### config.mk
export PLATFORM = sky130hd
export DESIGN_NAME = column_feed_ctrl
export DESIGN_NICKNAME = d
export VERILOG_FILES = /design/src/rtl/column_feed_ctrl.sv
export SDC_FILE = /design/constraint.sdc
export NUM_CORES = 1
export LEC_CHECK = 0
export CAP_MARGIN = 20
export CORE_ASPECT_RATIO = 0.75
export CORE_MARGIN = 5
export CORE_UTILIZATION = 55
export CTS_BUF_LIST = sky130_fd_sc_hd__clkbuf_4 sky130_fd_sc_hd__clkbuf_8
export DETAILED_ROUTE_END_ITERATION = 6
export PLACE_DENSITY = 0.85
export SLEW_MARGIN = 25
export SYNTH_ARGS = -nofsm -noshare
export SYNTH_HDL_FRONTEND = slang
export SYNTH_SLANG_ARGS = --single-unit
### constraint.sdc
create_clock -name clk -period 4 [get_ports clk]
set_clock_uncertainty 0.1 [all_clocks]
set_input_delay 0.4 -clock clk [delete_from_list [all_inputs] [get_ports clk]]
set_output_delay 0.4 -clock clk [all_outputs]
set_load 0.01 [all_outputs]
### src/rtl/column_feed_ctrl.sv
// Column feed sequencer: walks tiles x columns, issues one column-buffer read per column,
// and presents the framing flags aligned to the 1-cycle buffer data. Optional perf counters: COLUMN_FEED_PERF_EN.
module column_feed_ctrl #(
  parameter int COL_W  = 10,
  parameter int TILE_W = 8,
  parameter int ADDR_W = 12
) (
  input  logic              clk,
  input  logic              rst_n,
  input  logic              start,
  input  logic              abort,
  input  logic [COL_W-1:0]  cfg_num_cols,
  input  logic [TILE_W-1:0] cfg_num_tiles,
  input  logic [ADDR_W-1:0] cfg_base_addr,
  input  logic              pack_ready,
  output logic              rd_en,
  output logic [ADDR_W-1:0] rd_addr,
  output logic              column_valid,
  output logic              col_first,
  output logic              col_last,
  output logic              tile_last,
  output logic              busy,
  output logic              done,
`ifdef COLUMN_FEED_PERF_EN
  output logic [31:0]       perf_stall_cycles,
  output logic [31:0]       perf_issue_cycles,
`endif
  output logic              cfg_err
);

  // state | meaning
  // IDLE  | waiting for start; zero-count starts are rejected here
  // RUN   | issuing one read per cycle while pack_ready is high
  // DRAIN | final column's data is on the bus; done pulses
  typedef enum logic [1:0] {IDLE, RUN, DRAIN} state_t;

  localparam logic [COL_W-1:0]  COL_ONE  = 1;
  localparam logic [TILE_W-1:0] TILE_ONE = 1;
  localparam logic [ADDR_W-1:0] ADDR_ONE = 1;

  state_t            state;
  logic [COL_W-1:0]  col_cnt;
  logic [TILE_W-1:0] tile_cnt;
  logic [ADDR_W-1:0] addr_r;
  logic [COL_W-1:0]  num_cols_r;
  logic [TILE_W-1:0] num_tiles_r;
  logic              cv_r, first_r, last_r, tl_r;
  logic              done_r, err_r;

  logic issue, col_end, tile_end, cfg_zero;

  // Issue is combinational on pack_ready so a low ready blocks the same cycle.
  always_comb begin
    issue    = (state == RUN) && pack_ready && !abort;
    col_end  = (col_cnt == num_cols_r - COL_ONE);
    tile_end = (tile_cnt == num_tiles_r - TILE_ONE);
    cfg_zero = (cfg_num_cols == '0) || (cfg_num_tiles == '0);
  end

  always_ff @(posedge clk) begin
    if (!rst_n) begin
      state       <= IDLE;
      col_cnt     <= '0;
      tile_cnt    <= '0;
      addr_r      <= '0;
      num_cols_r  <= '0;
      num_tiles_r <= '0;
      cv_r        <= 1'b0;
      first_r     <= 1'b0;
      last_r      <= 1'b0;
      tl_r        <= 1'b0;
      done_r      <= 1'b0;
      err_r       <= 1'b0;
    end else begin
      cv_r    <= issue;
      first_r <= issue && (col_cnt == '0);
      last_r  <= issue && col_end;
      tl_r    <= issue && tile_end;
      done_r  <= 1'b0;
      err_r   <= 1'b0;
      if (abort) begin
        state <= IDLE;
      end else begin
        case (state)
          IDLE: begin
            if (start) begin
              if (cfg_zero) begin
                err_r  <= 1'b1;
                done_r <= 1'b1;
              end else begin
                num_cols_r  <= cfg_num_cols;
                num_tiles_r <= cfg_num_tiles;
                col_cnt     <= '0;
                tile_cnt    <= '0;
                addr_r      <= cfg_base_addr;
                state       <= RUN;
              end
            end
          end
          RUN: begin
            if (pack_ready) begin
              addr_r <= addr_r + ADDR_ONE;
              if (col_end) begin
                col_cnt <= '0;
                if (tile_end) begin
                  state  <= DRAIN;
                  done_r <= 1'b1;
                end else begin
                  tile_cnt <= tile_cnt + TILE_ONE;
                end
              end else begin
                col_cnt <= col_cnt + COL_ONE;
              end
            end
          end
          DRAIN: state <= IDLE;
          default: state <= IDLE;
        endcase
      end
    end
  end

`ifdef COLUMN_FEED_PERF_EN
  logic [31:0] stall_r, issue_r;

  always_ff @(posedge clk) begin
    if (!rst_n) begin
      stall_r <= '0;
      issue_r <= '0;
    end else if (state == IDLE && start && !abort && !cfg_zero) begin
      stall_r <= '0;
      issue_r <= '0;
    end else begin
      if (state == RUN && !pack_ready && stall_r != '1) stall_r <= stall_r + 32'd1;
      if (issue && issue_r != '1) issue_r <= issue_r + 32'd1;
    end
  end

  assign perf_stall_cycles = stall_r;
  assign perf_issue_cycles = issue_r;
`endif

  assign rd_en        = issue;
  assign rd_addr      = addr_r;
  assign column_valid = cv_r;
  assign col_first    = first_r;
  assign col_last     = last_r;
  assign tile_last    = tl_r;
  assign busy         = (state != IDLE);
  assign done         = done_r;
  assign cfg_err      = err_r;

endmodule

==> Word-level counts from Yosys, hierarchy flattened <==
Index checks and enable logic that the tools add are counted.
{ "word_totals": {"regBits": 56, "input_bits": 35, "out_inout_bits": 20, "word_cells": 76} }
{ "op_classes": {"addsub": 5, "n_eq_ne": 9, "mux": 27, "n_bitwise": 4, "reduce_logical": 19} }
{ "op_table": {"columns": ["cell", "count"], "rows": [
  ["$mux 10", 4],
  ["$mux 8", 5],
  ["$mux 12", 3],
  ["$pmux 12 s2", 1],
  ["$logic_not 10->1", 2],
  ["$pmux 10 s2", 1],
  ["$pmux 8 s2", 1],
  ["$add 12x1->12 const B", 1],
  ["$ne 2x2->1 const B", 6],
  ["$add 10x1->10 const B", 1],
  ["$eq 10x10->1", 1],
  ["$mux 2", 5],
  ["$reduce_and 5->1", 2],
  ["$sub 10x1->10 const B", 1],
  ["$add 8x1->8 const B", 1],
  ["$eq 8x8->1", 1],
  ["$logic_not 8->1", 1],
  ["$sub 8x1->8 const B", 1],
  ["$reduce_and 7->1", 1],
  ["$logic_and 1x1->1", 5],
  ["$mux 1", 5],
  ["$not 1->1", 4],
  ["$pmux 2 s2", 1],
  ["$reduce_and 4->1", 1],
  ["other kinds (8)", 9]
]} }

==> Depth between registers and ports, before layout <==
{ "depth": {"ltp_word": 6, "mapped_depth": 10, "ltp_nobuf": 9} }

==> Worst setup path after synthesis <==
Ideal clock, no wire load.
{ "synth_path": {"path_kind": "reg2reg", "start": "register num_cols_r[0]", "end": "register tile_cnt[4]", "setup_ns": 0.071, "t_arrival_ns": 2.757, "required_time_ns": 3.829, "path_slack_ns": 1.071, "stages_incl_launch_ff": 11, "path_buffers": 1, "period_less_slack_ns": 2.929, "cell_sequence": "dfxtp_1 -> inv_1 -> ha_1 -> xor2_1 -> o211ai_1 -> or4_4 -> a2111oi_4 -> a41oi_2 -> buf_6 -> or4_1 -> a21oi_1"} }
{ "synth_between": {"elab_chain_len": 4} }
{ "synth_lines": {"columns": ["element", "line_no", "text"], "rows": [
  ["from (decl)", "45", "logic [COL_W-1:0] num_cols_r;"],
  ["from (signal assigned)", "91", "num_cols_r <= cfg_num_cols;"],
  ["$sub 10x1->10", "55", "col_end = (col_cnt == num_cols_r - COL_ONE);"],
  ["$eq 10x10->1", "55", null],
  ["$ne 2x2->1 (no line)", null, null],
  ["$reduce_and 7->1 (no line)", null, null],
  ["to (signal assigned)", "109", "tile_cnt <= tile_cnt + TILE_ONE;"],
  ["to (decl)", "43", "logic [TILE_W-1:0] tile_cnt;"]
]} }
No other way between the ends.
A chain may end at the register's enable or synchronous reset.

==> Final worst setup path <==
{ "layout_path": {"start": "register num_cols_r[0]", "end": "register tile_cnt[7]"} }
The elaborated chain is that of the path after synthesis.

==> flow_metrics.tcl <==
set metrics [dict create \
    grt_pass1_vias 2711 \
    postLayoutCoreUtil 0.704 \
    synth_top_family_by_area "simple AND/OR/NAND/NOR gates" \
    syn_to_final_growth_pct 21.9 \
    wirelength_um 7940 \
    hold_depth 2 \
    cts_tree "built" \
    start_util 0.577 \
    hold_start "rd_addr[11]" \
    synth_fa_ha_area_frac 0.0239 \
    synth_area_per_cell_um2 8.20 \
    die_w_um 97.2 \
    syn_nets 424 \
    yosys.area_share.xor_xnor 0.0809 \
    clockPowerShare 0.289 \
    firstDrtPassIters 4 \
    vias 2981 \
    final_area_um2 3830 \
    p_switching_mw 0.320 \
    reg2reg_slack_ns 0.72 \
    ys_ff_latch 56 \
    async_flop_share 0 \
    synth_mux_area_frac 0.0670 \
    p_total_mw 1.16 \
    reg2reg_depth 9 \
    maxSlewHeadroom 0.382 \
    cts-resized-gates 0 \
    r2r_end "tile_cnt[7]" \
    period_needed_ns 3.28 \
    post_cts_buffers 0 \
    p_int_mw 0.840 \
    yosys.cell_types.count 54 \
    cts_sinks 56 \
    vias_per_cell 5.91 \
    cts_made_buffers 5 \
    clk_pin_slew_ns 0.10 \
    drc 0 \
    p_leak_nw 1.42 \
    clkLatencyLatePin_ns 0.32 \
    status "completed" \
    antenna_left 0 \
    drtIter0Drc 165 \
    hold_class "reg -> reg" \
    max_freq_mhz 305 \
    synth_warnings 0 \
    drive_gt1_frac 0.0559 \
    worst-endpoint-arrival_ns 3.40 \
    core-area_um2 5440 \
    routedWlPerCell_um 15.7 \
    synth_compound_area_frac 0.163 \
    grt_max_degree 29 \
    die_y_um 75.4 \
    die_area_um2 7330 \
    worst_ep_required_time_ns 4.12 \
    synth-seq-area-share 0.357 \
    fin_crit_sh 0.820 \
    rsz0062_at_grt "false" \
    grt_pass1_wl_um 13300 \
    setup_violations 0 \
    postSynthCellCount 383 \
    antenna_found_initial 0 \
    portBuffers 54 \
    layout.nets 470 \
    fin_tns_setup_ns 0 \
    pin_count 55 \
    clockBufferDepth 2 \
    synth_edf_count 0 \
    pwr-share-comb 0.191 \
    htreeDepth 2 \
    overflow 0 \
    vdd_drop_max_mv 0.206 \
    dpl_cell_area_um2 3730 \
    seqPwrFrac 0.520 \
    worstMarginPinSlew_ns 0.927 \
    worstSetupEndpointType "flop" \
    rows 23 \
    switching_share 0.276 \
    r2r-start "num_cols_r[0]" \
    hold_buffers 0 \
    hold_violations 0 \
    start_kind "flop" \
    dp_hpwl_um 5890 \
    worstHoldEndpoint "rd_addr[11]" \
    cts_root_buf "clkbuf_8" \
    path_max_fanout 12 \
    maxCapViolCount 0 \
    grt.total_usage 0.220 \
    synth_top_area_frac 0.357 \
    maxSlewViolCount 0 \
    place_congestion 0.843 \
    synth_area_leader_cell "dfxtp_1" \
    synth_top_cells_by_area "dfxtp_1 (36%), mux2i_1 (6.7%), nor2_1 (6.7%), xor2_1 (5.0%), a21oi_1 (3.7%)" \
    power.density_nw_per_um2 303 \
    synth_flop_cell "dfxtp_1" \
    path_class "reg -> reg" \
    netlist_area_um2 3140 \
    synth_simple_gate_area_frac 0.264 \
    antenna_cells 0 \
]
## cell usage after synthesis (2+ instances only)
library cell and instances:
dfxtp_1 56, nor2_1 56, nand2_1 24, a21oi_1 23, mux2i_1 21, xor2_1 18, clkbuf_1 16, inv_1 14
o21ai_0 14, nor3_1 13, and3_1 12, nand3_1 12, xnor2_1 11, nor4_1 9, nand4_1 7, ha_1 6
or3_1 5, or4_1 5, a31oi_1 4, a41oi_1 4, o31ai_1 4, and2_1 3, nand2b_1 3, nor3b_1 3
o211ai_1 3, o221a_2 3, a211oi_1 2, a22oi_1 2, a311oi_1 2, nand3b_1 2, nand4b_1 2, or2_2 2
## power by group through the flow
stage,logic (mW),clock network [mW],registers [mW]
global placement,0.212,0,0.613
detailed placement,0.219,0,0.615
finish,0.222,0.335,0.603
global route,0.243,0.364,0.606
floorplan,0.134,0,0.611
CTS,0.221,0.338,0.602
## worst max-delay path by stage
stage                        startpoint     endpoint  slack (ns)  cells after the start
final                     num_cols_r[0]  tile_cnt[7]        0.72                      9
after global routing      num_cols_r[0]  tile_cnt[7]        0.49                      9
after CTS                 num_cols_r[0]  tile_cnt[7]        0.74                      9
after detailed placement  num_cols_r[0]  tile_cnt[7]        0.76                      9
after global placement    num_cols_r[0]  tile_cnt[7]        0.86                      9
after floorplan           num_cols_r[0]  tile_cnt[4]        1.07                     10
## layer usage
metal	routed length (um)	share of wire	up-vias	global-route usage
met1	3710	0.47	1401	0.305
li1	-	-	1469	-
met4	55	0.0069	0	0.0323
met3	502	0.063	10	0.0522
met5	0	0	-	0
met2	3670	0.46	101	0.365
## kinds of logic (layout without fill, tap and decap cells)
kind of cell    count (synthesis)  count (layout)
simple gates                  164             164
compound gates                 73              73
flops                          56              56
buf+inv                        34              80
xor+xnor                       29              29
mux                            21              21
fa+ha+maj                       6               6
## layout make-up
class                           count  area [um2]
Tap cell                           75        93.8
Timing Repair Buffer               58         571
Clock buffer                        7        96.3
Inverter                           15        56.3
Sequential cell                    56        1120
Fill cell                         413        1610
Multi-Input combinational cell    293        1890
## cells in the final DEF (no fill, tap or decap), types with 2 or more instances in the layout
master,instances
nor3_1,11
and3_1,12
nor4_1,9
nand2b_1,3
a211oi_1,2
ha_1,6
or2_2,2
o21ai_0,14
inv_1,14
nand4_1,7
nor2_1,56
buf_4,4
nand3_1,12
nand3b_1,2
nand4b_1,2
and2_1,3
nand2_1,24
nor3b_1,3
clkbuf_8,7
dfxtp_1,56
a41oi_1,4
o31ai_1,4
o211ai_1,3
a22oi_1,2
mux2i_1,21
xnor2_1,11
or4_1,5
a311oi_1,2
clkdlybuf4s50_1,54
xor2_1,18
a31oi_1,4
a21oi_1,23
or3_1,5
o221a_2,3
nor3_2,3
## sequential cells by signal, summed over array words and instances, names as in the netlist
register	flops
rd_addr	12
col_cnt	10
num_cols_r	10
num_tiles_r	8
tile_cnt	8
state	2
cfg_err	1
col_first	1
col_last	1
column_valid	1
done	1
tile_last	1
## metrics by stage
stage               instances  hold WS [ns]  setup WS, ns
detailed placement        497         0.403         0.761
floorplan                 383         0.358          1.07
finish                    504         0.414         0.720
CTS                       504         0.415         0.737
global placement          497         0.378         0.863
global route              504         0.447         0.489
## critical path, stage by stage, from the launching register on
cell,delay (ns)
dfxtp_1,0.43
inv_1,0.09
ha_1,0.31
xor2_1,0.14
o211ai_1,0.11
or4_4,0.55
a2111oi_4,0.35
a41oi_2,0.33
or4_1,0.62
mux2i_1,0.14
(Power assumes the default switching activity.)
